==> src/rtl/cfi_gen_pkg.sv <==
// CFI instruction encodings and the per-beat encoder shared by the
// generator and its standalone encode wrapper.
package cfi_gen_pkg;

    localparam int unsigned LabelW = 20;

    typedef enum logic [1:0] {
        OpPrologue = 2'd0,
        OpEpilogue = 2'd1,
        OpLpadOnly = 2'd2,
        OpSsrdp    = 2'd3
    } cfi_gen_op_e;

    typedef struct packed {
        logic        is_comp;
        logic        last;
        logic [31:0] word;
    } cfi_enc_t;

    localparam logic [6:0]  OpcodeAuipc = 7'h17;
    localparam logic [31:0] SspushX1    = 32'h8210_4073;
    localparam logic [31:0] SspushX5    = 32'h8250_4073;
    localparam logic [31:0] SspopchkX1  = 32'h81C0_C073;
    localparam logic [31:0] SspopchkX5  = 32'h81C2_C073;
    localparam logic [31:0] SsrdpBase   = 32'h81D0_4073;
    localparam logic [31:0] RetX1       = 32'h0000_8067;
    localparam logic [31:0] RetX5       = 32'h0002_8067;
    localparam logic [15:0] CSspushX1   = 16'h6081;
    localparam logic [15:0] CSspopchkX5 = 16'h6281;
    localparam logic [15:0] CJrX1       = 16'h8082;
    localparam logic [15:0] CJrX5       = 16'h8282;

    // Beat 0 is the first word of a sequence, beat 1 the second.
    function automatic cfi_enc_t encode_cfi(cfi_gen_op_e op, logic beat,
                                            logic [LabelW-1:0] label,
                                            logic ra_x5, logic comp);
        cfi_enc_t    e;
        logic [31:0] lpad;
        lpad = {label, 5'b0, OpcodeAuipc};
        e    = '0;
        case (op)
            OpPrologue: begin
                if (!beat) begin
                    e.word = lpad;
                end else begin
                    e.last = 1'b1;
                    if (comp && !ra_x5) begin
                        e.is_comp = 1'b1;
                        e.word    = {16'h0, CSspushX1};
                    end else begin
                        e.word = ra_x5 ? SspushX5 : SspushX1;
                    end
                end
            end
            OpEpilogue: begin
                if (!beat) begin
                    if (comp && ra_x5) begin
                        e.is_comp = 1'b1;
                        e.word    = {16'h0, CSspopchkX5};
                    end else begin
                        e.word = ra_x5 ? SspopchkX5 : SspopchkX1;
                    end
                end else begin
                    e.last = 1'b1;
                    if (comp) begin
                        e.is_comp = 1'b1;
                        e.word    = {16'h0, (ra_x5 ? CJrX5 : CJrX1)};
                    end else begin
                        e.word = ra_x5 ? RetX5 : RetX1;
                    end
                end
            end
            OpLpadOnly: begin
                e.last = 1'b1;
                e.word = lpad;
            end
            default: begin
                e.last = 1'b1;
                e.word = SsrdpBase | {20'h0, label[4:0], 7'h0};
            end
        endcase
        return e;
    endfunction

endpackage

==> src/rtl/cfi_instr_encode.sv <==
// Combinational wrapper around encode_cfi so the encoding can be checked alone.
module cfi_instr_encode
    import cfi_gen_pkg::*;
(
    input  cfi_gen_op_e       op_i,
    input  logic              beat_i,
    input  logic [LabelW-1:0] label_i,
    input  logic              ra_x5_i,
    input  logic              comp_i,
    output logic [31:0]       instr_o,
    output logic              is_comp_o,
    output logic              last_o
);

    cfi_enc_t enc;

    always_comb begin
        enc       = encode_cfi(op_i, beat_i, label_i, ra_x5_i, comp_i);
        instr_o   = enc.word;
        is_comp_o = enc.is_comp;
        last_o    = enc.last;
    end

endmodule

==> src/rtl/cfi_instr_gen.sv <==
// Turns one prologue/epilogue/lpad/ssrdp request into 1-2 encoded CFI words
// on a valid/ready stream, with registered outputs and a handshake counter.
module cfi_instr_gen
    import cfi_gen_pkg::*;
#(
    parameter int unsigned CNT_W   = 16,
    parameter int unsigned LABEL_W = 20
) (
    input  logic               clk_i,
    input  logic               rst_ni,
    input  logic               flush_i,
    input  logic               req_valid_i,
    output logic               req_ready_o,
    input  logic [1:0]         req_op_i,
    input  logic [LABEL_W-1:0] req_label_i,
    input  logic               req_ra_x5_i,
    input  logic               req_comp_i,
    output logic               instr_valid_o,
    input  logic               instr_ready_i,
    output logic [31:0]        instr_o,
    output logic               instr_is_comp_o,
    output logic               instr_last_o,
    output logic               busy_o,
    output logic [CNT_W-1:0]   emit_cnt_o
);

    if (LABEL_W != LabelW) begin : gen_label_w_check
        $error("cfi_instr_gen: LABEL_W must be 20");
    end

    typedef enum logic [1:0] {StIdle, StEmit0, StEmit1} state_e;

    state_e             state_q;
    cfi_gen_op_e        op_q;
    logic [LABEL_W-1:0] label_q;
    logic               ra_x5_q;
    logic               comp_q;

    cfi_gen_op_e        enc_op;
    logic               enc_beat;
    logic [LABEL_W-1:0] enc_label;
    logic               enc_ra_x5;
    logic               enc_comp;
    logic [31:0]        enc_word;
    logic               enc_is_comp;
    logic               enc_last;
    logic               handshake;

    assign handshake   = instr_valid_o && instr_ready_i;
    assign req_ready_o = (state_q == StIdle) && !flush_i;
    assign busy_o      = (state_q != StIdle);

    // In idle we encode the incoming request's first word; otherwise the latched
    // request's second word, which is only consumed on the EMIT0 -> EMIT1 step.
    always_comb begin
        enc_op    = op_q;
        enc_beat  = 1'b1;
        enc_label = label_q;
        enc_ra_x5 = ra_x5_q;
        enc_comp  = comp_q;
        if (state_q == StIdle) begin
            enc_op    = cfi_gen_op_e'(req_op_i);
            enc_beat  = 1'b0;
            enc_label = req_label_i;
            enc_ra_x5 = req_ra_x5_i;
            enc_comp  = req_comp_i;
        end
    end

    cfi_instr_encode u_encode (
        .op_i      (enc_op),
        .beat_i    (enc_beat),
        .label_i   (enc_label),
        .ra_x5_i   (enc_ra_x5),
        .comp_i    (enc_comp),
        .instr_o   (enc_word),
        .is_comp_o (enc_is_comp),
        .last_o    (enc_last)
    );

    always_ff @(posedge clk_i or negedge rst_ni) begin
        if (!rst_ni) begin
            state_q         <= StIdle;
            op_q            <= OpPrologue;
            label_q         <= '0;
            ra_x5_q         <= 1'b0;
            comp_q          <= 1'b0;
            instr_valid_o   <= 1'b0;
            instr_o         <= '0;
            instr_is_comp_o <= 1'b0;
            instr_last_o    <= 1'b0;
            emit_cnt_o      <= '0;
        end else begin
            // A handshake in the same cycle as a flush still counts.
            if (handshake) begin
                emit_cnt_o <= emit_cnt_o + 1'b1;
            end
            if (flush_i) begin
                state_q       <= StIdle;
                instr_valid_o <= 1'b0;
            end else begin
                unique case (state_q)
                    StIdle: begin
                        if (req_valid_i) begin
                            op_q            <= cfi_gen_op_e'(req_op_i);
                            label_q         <= req_label_i;
                            ra_x5_q         <= req_ra_x5_i;
                            comp_q          <= req_comp_i;
                            state_q         <= StEmit0;
                            instr_valid_o   <= 1'b1;
                            instr_o         <= enc_word;
                            instr_is_comp_o <= enc_is_comp;
                            instr_last_o    <= enc_last;
                        end
                    end
                    StEmit0: begin
                        if (instr_ready_i) begin
                            if (instr_last_o) begin
                                state_q       <= StIdle;
                                instr_valid_o <= 1'b0;
                            end else begin
                                state_q         <= StEmit1;
                                instr_o         <= enc_word;
                                instr_is_comp_o <= enc_is_comp;
                                instr_last_o    <= enc_last;
                            end
                        end
                    end
                    StEmit1: begin
                        if (instr_ready_i) begin
                            state_q       <= StIdle;
                            instr_valid_o <= 1'b0;
                        end
                    end
                    default: begin
                        state_q       <= StIdle;
                        instr_valid_o <= 1'b0;
                    end
                endcase
            end
        end
    end

endmodule

==> config.mk <==
export PLATFORM = sky130hd
export DESIGN_NAME = cfi_instr_gen
export DESIGN_NICKNAME = d
export VERILOG_FILES = /design/src/rtl/cfi_gen_pkg.sv /design/src/rtl/cfi_instr_encode.sv /design/src/rtl/cfi_instr_gen.sv
export SDC_FILE = /design/constraint.sdc
export NUM_CORES = 1
export LEC_CHECK = 0
export CAP_MARGIN = 20
export CORE_ASPECT_RATIO = 1.75
export CORE_MARGIN = 2
export CORE_UTILIZATION = 54
export CTS_CLUSTER_SIZE = 14
export DETAILED_ROUTE_END_ITERATION = 6
export PLACE_DENSITY = 0.89
export SYNTH_ARGS = -nofsm -noshare
export SYNTH_HDL_FRONTEND = slang
export SYNTH_SLANG_ARGS = --single-unit
==> constraint.sdc <==
create_clock -name clk_i -period 2.83 [get_ports clk_i]
set_clock_uncertainty 0.1 [all_clocks]
set_input_delay 0.566 -clock clk_i [delete_from_list [all_inputs] [get_ports clk_i]]
set_output_delay 0.566 -clock clk_i [all_outputs]
set_load 0.02 [all_outputs]
==> Flow_metrics.wiki, run 1 <==
{| class="wikitable"
! Metric !! Value
|-
| Outcome || complete, no violations
|-
| Fraction of final layout cells sized beyond drive strength 1 || 13.4%
|-
| Total Routing Usage GR || 26.4%
|-
| Synthesized area per cell || 10.8 sq um
|-
| Req. time, crit path || 2160 ps
|-
| Count of nets left with antenna violations after detail routing || 0
|-
| Headroom to the max-slew limit || 39.5%
|-
| Routability congestion estimate || 0.959
|-
| Final routed wirelength across all metal layers || 8690 microns
|-
| Mapped Area || 3590 sq um
|-
| Slowest stage cell, crit path || clkdlybuf4s50_1
|-
| Most common cell in the synthesized netlist || dfrtp_1
|-
| Family with the most delay on the worst path || buffers and inverters
|-
| Global route total overflow || 0
|-
| Sequential cell area fraction in the yosys report || 52.2%
|-
| Final worst path period share || 90.5%
|-
| Detailed-placement wirelength estimate || 6190 microns
|-
| Post-Syn Nets || 363
|-
| Unrepaired setup endpoints after global routing || false
|-
| Area of the core || 6490 sq um
|-
| Synthesis-stage register bit count || 75
|-
| Share of flip-flops with an asynchronous set or reset after synthesis || 100%
|-
| Count of mapped cells out of synthesis || 333
|-
| Fin nets || 444
|-
| Count of endpoints failing setup in the final report || 0
|-
| Number of clock buffers inserted by TritonCTS || 9
|-
| Classification of the worst setup path || input pin to output port
|-
| Clock latency of the later-clocked register in the worst-skew pair || 340 ps
|-
| Top flip-flop cell by instance count after synthesis || dfrtp_1
|-
| Fmax || 390 MHz
|-
| Final cell area excluding filler cells || 4730 sq um
|-
| Overall power after layout || 3.52 mW
|-
| Clock Sink Count || 75
|-
| First-pass GRT wire length || 14,900 microns
|-
| Largest area contributor in the netlist || dfrtp_1
|-
| Hold buffers post-CTS || 0
|-
| Length of the first detailed-routing pass in iterations || 4
|-
| Most common cell on crit path || clkdlybuf4s50_1
|-
| Critical path endpoint category || output port
|-
| Slowest Stage Delay on Critical Path || 620 ps
|-
| Resized cells post-CTS || 0
|-
| Maximum root-to-sink buffer count || 2
|-
| TritonCTS clock tree || built
|-
| Number of vias per cell || 5.83
|-
| DRC marker count from the first detailed-route iteration || 201
|-
| Die area || 7350 sq um
|-
| Top cells by count, synth || dfrtp_1 (75), nand2_1 (39), nor2_1 (26)
|-
| Multi-input logic area || 1580 sq um
|-
| Proportion of netlist area held by the largest area contributor || 52.2%
|-
| Signed area change from the synthesized netlist to the final layout || 31.6%
|-
| Post-detailed-placement cell area || 4450 sq um
|-
| Count of final hold-check violations || 0
|-
| Total number of vias || 2,915
|-
| Tightest Pin Transition || 907 ps
|-
| Number of antenna violations at the first check in global routing || 0
|-
| Die Height || 112 microns
|-
| Buffers and inverters on the worst path || 2
|-
| Final total negative setup slack || 0 ps
|-
| Initial core utilization || 55.3%
|-
| Arrival time at the worst endpoint || 1890 ps
|-
| Clock-pin slew reported for the worst setup and hold paths after clock tree synthesis || 50 ps
|-
| Port-buffer cells || 80
|-
| Count of filler cells inserted in the layout || 444
|-
| Root buffer cell || clkbuf_16
|-
| Maximum number of pins on one net before global-route repair || 76
|-
| Cell types occupying the most area after synthesis || dfrtp_1 (52%), mux2_2 (7.5%), nand2_1 (4.1%)
|-
| Post-CTS repair timing setup buffer count || 0
|-
| Final routed DRC violation total || 0
|-
| CP Max Fanout || 6
|-
| Vias in the first global route || 3,094
|-
| Mean routed wirelength per cell || 17.4 microns
|-
| Number of top-level pins || 82
|-
| Number of enable flip-flop cells after synthesis || 0
|-
| Max-slew violation count || 0
|-
| Floorplan row count || 39
|-
| Unique masters post-synth || 56
|-
| H-Tree Level Count || 3
|-
| Leak Pwr || 2.01 nW
|-
| Count of maximum capacitance violations || 0
|-
| Total power per unit cell area || 745 nW/um^2
|-
| Startpoint Class || input pin
|-
| Type of the worst min-delay path || input pin to asynchronous set/reset pin
|-
| Post-route minimum period || 2560 ps
|-
| X dimension of the die || 65.7 microns
|-
| Synth warnings || 0
|-
| Area of all sequential standard cells || 1880 sq um
|-
| Max VDD drop || 529 uV
|-
| Diode count || 0
|-
| List of cells traversed by the critical path || clkdlybuf4s50_1 > nor2_1 > clkdlybuf4s50_1
|}
report_power, final:
group	switching (mW)	internal [mW]
registers	0.173	1.28
clock network	0.417	0.657
logic	0.506	0.489
stage by stage:
| stage | worst slack, ps | utilization (%) | hold slack, ps | instances |
|---|---|---|---|---|
| 2_1_floorplan | 763 | - | 170 | 333 |
| 3_5_place_dp | 252 | 68.5 | 367 | 485 |
| 5_1_grt | 209 | 72.8 | 360 | 500 |
| 3_3_place_gp | 314 | 68.5 | 364 | 485 |
| 6_report | 269 | 72.8 | 263 | 500 |
| 4_1_cts | 267 | 72.8 | 303 | 500 |
registers in the layout (all words and copies together) (netlist names):
| signal | count |
|---|---|
| instr_o | 30 |
| label_q | 20 |
| emit_cnt_o | 16 |
| op_q | 2 |
| state_q | 2 |
| comp_q | 1 |
| instr_is_comp_o | 1 |
| instr_last_o | 1 |
| instr_valid_o | 1 |
| ra_x5_q | 1 |
layout by cell type (no fill, tap or decap), drive strengths merged, types with 2 or more instances in the layout:
cell type	n
o22a	3
o21a	2
a21oi	15
clkdlybuf4s50	79
nand2	39
mux2i	11
a21o	3
nand3	6
o31ai	14
nor3	7
mux2	25
dfrtp	75
nor2	27
a21boi	2
nor2b	2
nor3b	2
nand2b	5
and2	3
a31oi	5
or2	2
nand4	5
xnor2	12
a41oi	2
o21ai	15
o211a	3
xor2	3
clkinv	2
clkbuf	13
inv	5
buf	11
o32a	2
and3	2
o211ai	2
routing by layer:
layer	routed length, microns	vias to the layer above	track usage (%)
met5	0	-	0
met4	332	0	14.6
met3	489	26	6.46
met2	4720	119	44.8
met1	3150	1423	29.6
li1	-	1347	-
cell families (layout without fill, tap and decap cells):
family / Yosys count / in the layout / synth area share, %
AND/OR/NAND/NOR: 105 / 105 / 14.0
AO/OA/AOI/OAI: 75 / 75 / 14.8
flip-flops: 75 / 75 / 52.2
multiplexers: 36 / 36 / 10.9
buffers and inverters: 25 / 110 / 3.90
XOR/XNOR: 15 / 15 / 3.66
adder cells (fa/ha/maj): 1 / 1 / 0.348
other: 1 / 1 / 0.104
final timing paths:
kind | slack, ps | start | cells past startpoint | endpoint
max | 270 | flush_i | 3 | req_ready_o
min reg2reg | 380 | instr_o[14]$_DFFE_PN0P_ | 1 | instr_o[14]$_DFFE_PN0P_
min in group clk_i | 380 | instr_o[14]$_DFFE_PN0P_ | 1 | instr_o[14]$_DFFE_PN0P_
max in group asynchronous | 1780 | rst_ni | 1 | label_q[5]$_DFFE_PN0P_
max reg2reg | 780 | state_q[1]$_DFFE_PN0P_ | 5 | instr_o[28]$_DFFE_PN0P_
min | 260 | rst_ni | 1 | emit_cnt_o[0]$_DFFE_PN0P_
area by class of cell:
| cell class | count | area share (%) |
|---|---|---|
| inverter | 5 | 0.397 |
| clock inverter | 2 | 0.212 |
| timing repair buffer | 90 | 18.5 |
| clock buffer | 13 | 5.72 |
| multi-input combinational | 233 | 33.3 |
| sequential | 75 | 39.7 |
| tap | 82 | 2.17 |
(Power assumes the default switching activity.)
==> run 2: changes to the inputs <==
Settings changed: CORE_UTILIZATION 54 to 55, SYNTH_HIERARCHICAL set to 1.
==> Flow_metrics.wiki, run 2 <==
{| class="wikitable"
! Metric !! Value
|-
| Resized cells post-CTS || 0
|-
| List of cells traversed by the critical path || nor2_4 > inv_4 > nor2_4 > clkdlybuf4s50_1
|-
| Gate power share || 33.6%
|-
| Startpoint Class || register
|-
| Most common cell after layout, fill and taps aside || clkdlybuf4s50_1
|-
| Share of flip-flops with an asynchronous set or reset after synthesis || 100%
|-
| Length of the first detailed-routing pass in iterations || 4
|-
| Root buffer cell || clkbuf_16
|-
| First-pass GRT wire length || 12,700 microns
|-
| Clock-pin slew reported for the worst setup and hold paths after clock tree synthesis || 50 ps
|-
| Most frequent cells in the layout || clkdlybuf4s50_1 (80), dfrtp_1 (77), mux2_2 (62), mux2_4 (20), nor2_1 (18)
|-
| Total Routing Usage GR || 22.1%
|-
| Type of the worst min-delay path || input pin to asynchronous set/reset pin
|-
| Number of vias per cell || 5.53
|-
| Total power per unit cell area || 775 nW/um^2
|-
| Final worst path period share || 91.4%
|-
| Final total negative setup slack || 0 ps
|-
| Max VDD drop || 494 uV
|-
| Post-CTS repair timing setup buffer count || 0
|-
| Synthesized area per cell || 12.8 sq um
|-
| Routability congestion estimate || 0.725
|-
| Floorplan row count || 40
|-
| Number of enable flip-flop cells after synthesis || 0
|-
| Initial core utilization || 56.8%
|-
| X dimension of the die || 67.9 microns
|-
| Internal Power || 2.69 mW
|-
| TritonCTS clock tree || built
|-
| Switching power as a share of total power || 30.3%
|-
| Sequential cell area fraction in the yosys report || 49.1%
|-
| Number of top-level pins || 82
|-
| Tightest Pin Transition || 671 ps
|-
| Count of placed standard cells in the final layout, fillers left out || 470
|-
| Mapped Area || 3930 sq um
|-
| Unique masters post-synth || 44
|-
| # placed instances || 456
|-
| Post-Syn Nets || 337
|-
| Maximum number of pins on one net before global-route repair || 52
|-
| Fmax || 387 MHz
|-
| Family with the most delay on the worst path || buffers and inverters
|-
| Headroom to the max-slew limit || 55.3%
|-
| Max-slew violation count || 0
|-
| DRC marker count from the first detailed-route iteration || 138
|-
| Fin nets || 413
|-
| Count of endpoints failing setup in the final report || 0
|-
| Arrival time at the worst endpoint || 1920 ps
|-
| Slowest Stage Delay on Critical Path || 600 ps
|-
| Hold buffers post-CTS || 0
|-
| Clock group share of total power || 26.6%
|-
| Synth warnings || 6
|-
| Port-buffer cells || 81
|-
| Vias in the first global route || 2,579
|-
| Count of mapped cells out of synthesis || 307
|-
| Post-route minimum period || 2590 ps
|-
| Clock latency of the later-clocked register in the worst-skew pair || 330 ps
|-
| Number of clock buffers inserted by TritonCTS || 9
|-
| Largest area contributor in the netlist || dfrtp_1
|-
| Final routed wirelength across all metal layers || 8080 microns
|-
| Slowest stage cell, crit path || clkdlybuf4s50_1
|-
| Fraction of final layout cells sized beyond drive strength 1 || 28.0%
|-
| H-Tree Level Count || 3
|-
| Sequential share of power || 39.7%
|-
| Count of maximum capacitance violations || 0
|-
| Power spent charging and discharging nets || 1.17 mW
|-
| Final routed DRC violation total || 0
|-
| Diode count || 0
|-
| Max FFs per register || 32
|-
| Unrepaired setup endpoints after global routing || false
|-
| Most common cell on crit path || nor2_4
|-
| Mean routed wirelength per cell || 17.2 microns
|-
| Critical path endpoint category || output port
|-
| Cell types occupying the most area after synthesis || dfrtp_1 (49%), mux2_2 (18%), mux2_4 (7.7%)
|-
| Top flip-flop cell by instance count after synthesis || dfrtp_1
|-
| Maximum root-to-sink buffer count || 2
|-
| Outcome || complete, no violations
|-
| Largest register by flop count || instr_o
|-
| Leak Pwr || 2.15 nW
|-
| Clock Sink Count || 77
|-
| Proportion of netlist area held by the largest area contributor || 49.1%
|-
| Die Height || 116 microns
|-
| Area of the core || 6910 sq um
|-
| Top cells by count, synth || dfrtp_1 (77), mux2_2 (62), mux2_4 (20)
|-
| Synthesis-stage register bit count || 77
|-
| Buffers and inverters on the worst path || 2
|-
| Die area || 7850 sq um
|-
| Count of final hold-check violations || 0
|-
| Detailed-placement wirelength estimate || 5620 microns
|-
| Number of antenna violations at the first check in global routing || 0
|-
| Hold Worst Slack || 170 ps
|-
| Signed area change from the synthesized netlist to the final layout || 26.9%
|-
| Biggest registers after layout || instr_o: 32 flops, label_q: 20 flops, emit_cnt_o: 16 flops
|-
| Count of nets left with antenna violations after detail routing || 0
|-
| Global route total overflow || 0
|-
| Classification of the worst setup path || register to output port
|-
| Most common cell in the synthesized netlist || dfrtp_1
|-
| CP Max Fanout || 12
|-
| Total number of vias || 2,597
|-
| Req. time, crit path || 2160 ps
|}
==> run 2: cell types whose count changed in the layout (fill, tap and decap cells not counted), moves of 5 or more <==
cell,change
nor2_1,-8
mux2_4,+20
and2_1,+8
o21ai_0,-11
buf_4,-9
o31ai_1,-14
nand2_1,-29
mux2i_1,-11
a21oi_1,-8
o21ai_1,+5
mux2_2,+38
==> run 2: per-layer routing <==
metal | routed length, microns | vias to the layer above | global-route usage (%)
met5 | 0 | - | 0
met4 | 146 | 0 | 11.3
met3 | 315 | 10 | 3.98
met2 | 4390 | 58 | 38.6
met1 | 3230 | 1304 | 25.1
li1 | - | 1225 | -
==> run 2: cell families after synthesis <==
kind of cell / synth area share (%)
XOR/XNOR: 3.35
flip-flops: 49.1
adder cells (fa/ha/maj): 0.319
multiplexers: 25.4
AND/OR/NAND/NOR: 12.0
buffers and inverters: 4.94
other: 0.0955
AO/OA/AOI/OAI: 4.72
==> run 2: stage by stage <==
stage	worst slack (ps)	total power, mW	util (%)	cell area [sq um]
after CTS	223	3.90	72.1	4980
after floorplan	439	2.31	-	3930
final	244	3.86	72.1	4980
after global routing	162	4.05	72.1	4980
after global placement	330	2.80	68.2	4710
after detailed placement	312	2.85	68.2	4710
==> run 2: power groups by stage <==
| stage | Combinational (mW) | Clock (mW) | Sequential (mW) |
|---|---|---|---|
| 6_report | 1.30 | 1.03 | 1.53 |
| 5_1_grt | 1.38 | 1.10 | 1.57 |
| 4_1_cts | 1.31 | 1.05 | 1.53 |
| 3_5_place_dp | 1.30 | 0 | 1.55 |
| 3_3_place_gp | 1.27 | 0 | 1.53 |
| 2_1_floorplan | 0.575 | 0 | 1.73 |
==> run 2: area by class of cell <==
class / instances / area, sq um
clock inverters: 2 / 10.0
multi-input cells: 208 / 1810
clock buffers: 12 / 256
flip-flops and latches: 77 / 1930
well taps: 84 / 105
repair buffers: 84 / 856
inverters: 3 / 13.8
fillers: 476 / 1930
==> run 2: worst paths after layout <==
path	start	end	slack [ps]	cells after the start
min in group clk_i	emit_cnt_o[15]$_DFFE_PN0P_	emit_cnt_o[15]$_DFFE_PN0P_	390	1
worst min-delay path	rst_ni	label_q[17]$_DFFE_PN0P_	170	1
worst max-delay path	state_q[1]$_DFFE_PN0P_	req_ready_o	240	4
worst min register to register	emit_cnt_o[15]$_DFFE_PN0P_	emit_cnt_o[15]$_DFFE_PN0P_	390	1
max in group asynchronous	rst_ni	instr_is_comp_o$_DFFE_PN0P_	1860	2
worst max register to register	state_q[1]$_DFFE_PN0P_	instr_o[13]$_DFFE_PN0P_	410	6
==> run 2: worst register-to-register path, cell delays in order (launching register included) <==
cell and delay, ps:
dfrtp_1 470, nor2_4 290, mux2_2 500, nor2b_4 330
nor2_8 100, a22o_1 250, mux2_2 260
